File: src/rtl/serial_frame_rx.sv
// Serial frame receiver: start bit, DATA_W data bits (MSB first), optional parity, stop bit.
// Bit timing comes from a free-running tick counter used as a clock enable on clk.
module serial_frame_rx #(
  parameter int unsigned DATA_W     = 5,
  parameter int unsigned DIV        = 500,
  parameter int unsigned PARITY_EN  = 0,
  parameter int unsigned PARITY_ODD = 0
) (
  input  logic              clk,
  input  logic              rst,
  input  logic              data_in,
  output logic [DATA_W-1:0] data_out,
  output logic              data_valid,
  output logic              frame_err,
  output logic              parity_err,
  output logic              busy
);

  localparam int unsigned CntW = (DIV > 1) ? $clog2(DIV) : 1;
  localparam int unsigned BitW = $clog2(DATA_W);

  typedef enum logic [1:0] {StIdle, StData, StParity, StStop} state_e;

  state_e              state_q, state_d;
  logic [1:0]          sync_q;
  logic [CntW-1:0]     cnt_q;
  logic [BitW-1:0]     bit_cnt_q, bit_cnt_d;
  logic [DATA_W-1:0]   sr_q, sr_d;
  logic [DATA_W-1:0]   dout_q, dout_d;
  logic                acc_q, acc_d;
  logic                perr_flag_q, perr_flag_d;
  logic                valid_q, valid_d;
  logic                ferr_q, ferr_d;
  logic                perr_q, perr_d;
  logic                tick;
  logic                sample;

  assign tick   = (cnt_q == CntW'(DIV - 1));
  assign sample = sync_q[1];

  // Counter is never re-aligned to the start bit; each bit window holds exactly one tick.
  always_ff @(posedge clk) begin
    if (rst) begin
      sync_q <= 2'b11;
      cnt_q  <= '0;
    end else begin
      sync_q <= {sync_q[0], data_in};
      cnt_q  <= tick ? '0 : cnt_q + 1'b1;
    end
  end

  always_ff @(posedge clk) begin
    if (rst) begin
      state_q     <= StIdle;
      bit_cnt_q   <= '0;
      sr_q        <= '0;
      dout_q      <= '0;
      acc_q       <= 1'b0;
      perr_flag_q <= 1'b0;
      valid_q     <= 1'b0;
      ferr_q      <= 1'b0;
      perr_q      <= 1'b0;
    end else begin
      state_q     <= state_d;
      bit_cnt_q   <= bit_cnt_d;
      sr_q        <= sr_d;
      dout_q      <= dout_d;
      acc_q       <= acc_d;
      perr_flag_q <= perr_flag_d;
      valid_q     <= valid_d;
      ferr_q      <= ferr_d;
      perr_q      <= perr_d;
    end
  end

  always_comb begin
    state_d     = state_q;
    bit_cnt_d   = bit_cnt_q;
    sr_d        = sr_q;
    dout_d      = dout_q;
    acc_d       = acc_q;
    perr_flag_d = perr_flag_q;
    valid_d     = 1'b0;
    ferr_d      = 1'b0;
    perr_d      = 1'b0;
    if (tick) begin
      unique case (state_q)
        StIdle: begin
          if (!sample) begin
            state_d     = StData;
            bit_cnt_d   = '0;
            sr_d        = '0;
            acc_d       = 1'(PARITY_ODD);
            perr_flag_d = 1'b0;
          end
        end
        StData: begin
          sr_d      = {sr_q[DATA_W-2:0], sample};
          acc_d     = acc_q ^ sample;
          bit_cnt_d = bit_cnt_q + 1'b1;
          if (bit_cnt_q == BitW'(DATA_W - 1)) begin
            state_d = (PARITY_EN != 0) ? StParity : StStop;
          end
        end
        StParity: begin
          perr_flag_d = acc_q ^ sample;
          state_d     = StStop;
        end
        StStop: begin
          ferr_d = ~sample;
          perr_d = perr_flag_q;
          if (sample && !perr_flag_q) begin
            dout_d  = sr_q;
            valid_d = 1'b1;
          end
          state_d = StIdle;
        end
        default: state_d = StIdle;
      endcase
    end
  end

  assign data_out   = dout_q;
  assign data_valid = valid_q;
  assign frame_err  = ferr_q;
  assign parity_err = perr_q;
  assign busy       = (state_q != StIdle);

endmodule
File: config.mk
export PLATFORM = sky130hd
export DESIGN_NAME = serial_frame_rx
export DESIGN_NICKNAME = d
export VERILOG_FILES = /design/src/rtl/serial_frame_rx.sv
export SDC_FILE = /design/constraint.sdc
export NUM_CORES = 1
export LEC_CHECK = 0
export CORE_ASPECT_RATIO = 1.2
export CORE_MARGIN = 5
export CORE_UTILIZATION = 45
export CTS_CLUSTER_SIZE = 28
export DETAILED_ROUTE_END_ITERATION = 7
export PLACE_DENSITY = 0.66
export SLEW_MARGIN = 10
export SYNTH_ARGS = -nofsm -noshare
export SYNTH_HDL_FRONTEND = slang
export SYNTH_SLANG_ARGS = --single-unit
File: constraint.sdc
create_clock -name clk -period 2.2 [get_ports clk]
set_input_delay 0.55 -clock clk [delete_from_list [all_inputs] [get_ports clk]]
set_output_delay 0.55 -clock clk [all_outputs]
set_load 0.005 [all_outputs]
==> results of run 1 <==
==> cells in the mapped netlist, types with 3 or more instances <==
cell	count	area, µm²
dfxtp_1	31	620.6
nand4_1	7	43.79
xnor2_1	4	35.03
a31oi_1	3	18.77
mux2i_1	8	80.08
ha_1	8	100.1
nand2_1	12	45.04
xor2_1	3	26.28
nor3_1	6	30.03
inv_1	8	30.03
a21oi_1	7	35.03
nor2_1	16	60.06
clkbuf_1	5	18.77
==> critical path, cell delays in order (launching register included) <==
cell	delay, ns
dfxtp_4	0.38
inv_1	0.08
ha_4	0.19
inv_2	0.07
clkdlybuf4s50_1	0.49
==> cell families after synthesis <==
group	synth area share, %
compound gates	8.340
xor+xnor	4.395
fa+ha+maj	7.175
buf+inv	4.484
flops	44.48
mux	5.740
simple gates	25.38
==> state kept, by name, summed over array words and instances (netlist names) <==
signal	flops
parity_err	1
sync_q	2
data_valid	1
frame_err	1
acc_q	1
state_q	2
sr_q	5
data_out	5
perr_flag_q	1
cnt_q	9
bit_cnt_q	3
==> how the worst min path moves through the flow <==
stage	to	slack, ns
after floorplan	sync_q[1]$_SDFF_PP1_	0.39
after global placement	sync_q[1]$_SDFF_PP1_	0.39
after detailed placement	sync_q[1]$_SDFF_PP1_	0.40
after CTS	sync_q[1]$_SDFF_PP1_	0.43
after global routing	sync_q[1]$_SDFF_PP1_	0.46
final	sync_q[1]$_SDFF_PP1_	0.42
==> timing repair <==
action	in CTS	in global routing
buffers inserted	0	0
resized for setup	3	4
endpoints found under the setup margin	1	1
pin swaps	0	0
==> where the power goes <==
part           switching (mW)  total (mW)  internal, mW
Sequential            0.00632       0.571         0.565
Clock                   0.192       0.460         0.268
Combinational          0.0149      0.0288        0.0139
==> metrics by stage <==
step	power, mW	util (%)	instances
after floorplan	0.6042	-	146
after global placement	0.6137	51.86	192
after detailed placement	0.6158	51.86	192
after CTS	1.078	54.88	200
after global routing	1.107	55.37	200
final	1.060	55.37	200
==> metal layers <==
metal / track usage (%) / vias up / routed length (µm)
met3: 3.832 / 6 / 95
met5: 0 / - / 0
met4: 8.675 / 0 / 60
met2: 24.14 / 13 / 1319
met1: 15.13 / 494 / 1146
li1: - / 549 / -
==> cell type report <==
cell class,instances,area [µm²]
clock inverters,2,35.03
multi-input cells,99,724.4
repair buffers,18,162.7
flip-flops and latches,31,628.1
well taps,36,45.04
clock buffers,6,51.30
inverters,8,30.03
fillers,283,1351
==> metrics.yaml, run 1 <==
status: "complete, no violations"
die_w_um: 60.83
ys_warn_count: 0
pre_cts_ws_ns: 0.2190
synth.avg_cell_area_um2: 9.555
worst-endpoint-required_ns: 1.65
path_clk_slew_ns: 0.09
fp.dieH_um: 71.00
route.vias.total: 1062
port_buffers: 11
gp_congestion: 0.7722
ys_seq_elements: 31
pin_count: 12
globalRouteOverflowTotal: 0
worst_pin_slew_ns: 0.5175
path_class: "reg -> out"
min_from: "sync_q[0]$_SDFF_PP1_"
design.die.area_um2: 4319
worst_hold_slack_ns: 0.4223
post-dp-hpwl_um: 1889
grt_max_degree: 16
grt_pass1_wl_um: 4616
worstPathMaxFanout: 7
yosys.cell_types.count: 35
critPathCapture: "busy"
setup_viol: 0
antenna_found_initial: 0
viasPerCell: 5.310
clk_latency_ns: 0.33
antenna_left: 0
endpoint_kind: "output port"
synth_area_um2: 1395
grt_pass1_vias: 1072
r2r_start: "cnt_q[0]$_SDFF_PP0_"
hp-class: "reg -> reg"
syn_inst: 146
placed_area_um2: 1570
startpoint: "state_q[1]$_SDFFE_PP0P_"
setup_slack_ns: 0.1112
cts_tree: "done"
routed_wl_um: 2622
hold_path_depth: 1
drive_gt1_share_pct: 15.85
coreArea_um2: 3028
fin_crit_sh_pct: 94.94
start_util_pct: 46.07
htree_levels: 2
setup_tns_ns: 0
hold_viol_final: 0
drv_cap: 0
fin_area_um2: 1677
clockBufferDepth: 2
synthArstFlopShare_pct: 0
drt-initial-drc-count: 77
drv_slew: 0
ir_worst_vdd_mv: 0.5204
synth-main-ff-cell: "dfxtp_1"
arrival_ns: 1.54
holdBufCountCts: 0
dr.pass1.iters: 4
r2r_cells: 5
slew_headroom_pct: 65.24
drcViolationCount: 0
grt_usage_pct: 14.24
area_growth_pct: 20.18
antennaDiodeCount: 0
fp-row-count: 22
numCtsBuffers: 5
synth_fp_nets: 157
crit_path_start_kind: "register"
rsz0062_at_grt: "false"
fmax_mhz: 478.8
leakagePower_nw: 0.6317
final_nets: 174
r2r_end: "bit_cnt_q[2]$_SDFFE_PP0P_"
reg2reg_slack_ns: 0.32
final_common_cell: "dfxtp_1"
finClkSkew_ns: 0.005709
cts.sinks: 31
powerDensity_nw_per_um2: 632.3
clockRootBuffer: "clkbuf_4"
synth-edff-count: 0
ys_seq_area_share_pct: 44.48
final_cell_mix: "29 x dfxtp_1, 16 x nor2_1, 12 x nand2_1, 11 x clkdlybuf4s50_1, 8 x mux2i_1"
fin_crit_ns: 2.089
avgRoutedWirePerCell_um: 13.11
Note: power is estimated with default switching activity, not from simulation.
==> inputs of run 2 (changes only) <==
- PLACE_DENSITY: 0.66 -> 0.68
- clock period: 2.2 -> 1.9 ns (I/O delays scaled with it)
==> metrics.yaml, run 2 (synthesized netlist as in run 1, its figures left out) <==
worst_pin_slew_ns: 0.3381
worstPathMaxFanout: 5
r2r_cells: 8
cpPeakStageDelay_ns: 0.35
start_util_pct: 46.07
finClkSkew_ns: 0.007277
multi_input_area_um2: 738.2
hp-class: "reg -> reg"
coreArea_um2: 3028
post-place-cells: 197
setup_tns_ns: 0
setup_viol: 0
regMostFlops: "cnt_q"
htree_levels: 2
globalRouteOverflowTotal: 0
drv_cap: 0
pin_count: 12
final_cell_mix: "29 x dfxtp_1, 16 x nor2_1, 14 x buf_4, 12 x nand2_1, 10 x clkdlybuf4s50_1"
fp.dieH_um: 71.00
pwr-share-seq_pct: 62.6
min_from: "sync_q[0]$_SDFF_PP1_"
fin_crit_ns: 1.792
area_growth_pct: 22.24
grt_usage_pct: 14.17
grt_pass1_vias: 1053
antenna_found_initial: 0
cp_common_cell: "buf_4"
clockBufferDepth: 2
clockRootBuffer: "clkbuf_4"
r2r_start: "state_q[0]$_SDFFE_PP0P_"
clk_latency_ns: 0.33
port_buffers: 11
drv_slew: 0
worst_hold_slack_ns: 0.4152
powerDensity_nw_per_um2: 620.1
status: "complete, no violations"
nFillCells: 276
slew_headroom_pct: 76.87
antenna_left: 0
drive_gt1_share_pct: 21.05
reg2reg_slack_ns: 0.11
post-dp-hpwl_um: 1810
die_w_um: 60.83
fmax_mhz: 558.1
whs_endpoint: "sync_q[1]$_SDFF_PP1_"
antennaDiodeCount: 0
fin_crit_sh_pct: 94.30
cts_tree: "done"
holdBufCountCts: 0
grt_max_degree: 13
ir_worst_vdd_mv: 0.5193
fp-row-count: 22
p_switching_mw: 0.2475
viasPerCell: 5.203
dr.pass1.iters: 4
crit_path_start_kind: "register"
drcViolationCount: 0
largest_register_ff_count: 9
finalNonFillerCells: 207
power_frac_comb_pct: 3.4
path_class: "reg -> reg"
worst-endpoint-required_ns: 2.13
design.die.area_um2: 4319
numCtsBuffers: 5
endpoint_kind: "register"
hold_viol_final: 0
grt_pass1_wl_um: 4526
arrival_ns: 2.02
path_clk_slew_ns: 0.10
hold_path_depth: 1
switching_share_pct: 23.40
clkPwrFrac_pct: 34.0
cts.sinks: 31
final-seq-area_um2: 625.6
final_nets: 181
avgRoutedWirePerCell_um: 12.34
routed_wl_um: 2554
path_cells: "buf_4, ha_2, buf_4, a21boi_0, nor4b_1, buf_4, mux2i_1, nor2_1"
leakagePower_nw: 0.6625
gp_congestion: 0.7564
final_common_cell: "dfxtp_1"
route.vias.total: 1077
r2r_end: "state_q[1]$_SDFFE_PP0P_"
drt-initial-drc-count: 54
intPower_mw: 0.8100
slowest_stage: "dfxtp_4"
[run 2: power by group through the flow]
| stage | combinational (mW) | sequential, mW | clock (mW) |
|---|---|---|---|
| 2_1_floorplan | 0.0238 | 0.676 | 0 |
| 3_3_place_gp | 0.0338 | 0.678 | 0 |
| 5_1_grt | 0.0404 | 0.665 | 0.407 |
| 3_5_place_dp | 0.0356 | 0.679 | 0 |
| 4_1_cts | 0.0357 | 0.662 | 0.377 |
| 6_report | 0.0355 | 0.662 | 0.360 |
[run 2: stage by stage]
step	area (µm²)	worst slack (ns)	total power [mW]	util, %
floorplan	1395	0.01064	0.6996	-
global placement	1608	0.1210	0.7117	53.10
detailed placement	1608	0.06707	0.7145	53.10
CTS	1692	0.06186	1.075	55.87
global route	1705	-0.001122	1.112	56.32
finish	1705	0.1083	1.057	56.32
[run 2: layout make-up]
type                       instances  share of cell area (%)
clock buffer                       5                   2.201
clock inverter                     3                  0.8804
inverter                           8                   1.761
multi-input combinational         99                   43.29
sequential                        31                   36.68
tap                               36                   2.641
timing repair buffer              25                   12.55
[run 2: critical path, delay by kind of cell, from the launching register on]
family                     cells  cell delay, ns
AOI/OAI and AO/OA              1            0.12
adders and majority gates      1            0.20
buffers and inverters          3            0.47
DFF                            1            0.35
muxes                          1            0.18
and+or+nand+nor                2            0.36
[run 2: timing repair]
| action | 4_1_cts | 5_1_grt |
|---|---|---|
| buffers inserted | 2 | 0 |
| endpoints found under the setup margin | 1 | 9 |
| resized for setup | 6 | 4 |
| pin swaps | 0 | 1 |
[run 2: worst max-delay path by stage]
stage / start / slack, ns / to
after global routing: cnt_q[0]$_SDFF_PP0_ / -0.001 / sr_q[0]$_SDFFE_PP0P_
after CTS: cnt_q[0]$_SDFF_PP0_ / 0.06 / bit_cnt_q[2]$_SDFFE_PP0P_
after global placement: state_q[0]$_SDFFE_PP0P_ / 0.12 / busy
after detailed placement: cnt_q[0]$_SDFF_PP0_ / 0.07 / bit_cnt_q[2]$_SDFFE_PP0P_
after floorplan: state_q[0]$_SDFFE_PP0P_ / 0.01 / bit_cnt_q[2]$_SDFFE_PP0P_
final: state_q[0]$_SDFFE_PP0P_ / 0.11 / state_q[1]$_SDFFE_PP0P_
[run 2: metal layers]
layer	part of all wire, %	global-route usage [%]	vias up
li1	-	-	559
met1	41	15.89	481
met3	5.3	6.022	7
met4	2.7	6.988	0
met5	0	0	-
met2	51	22.47	30
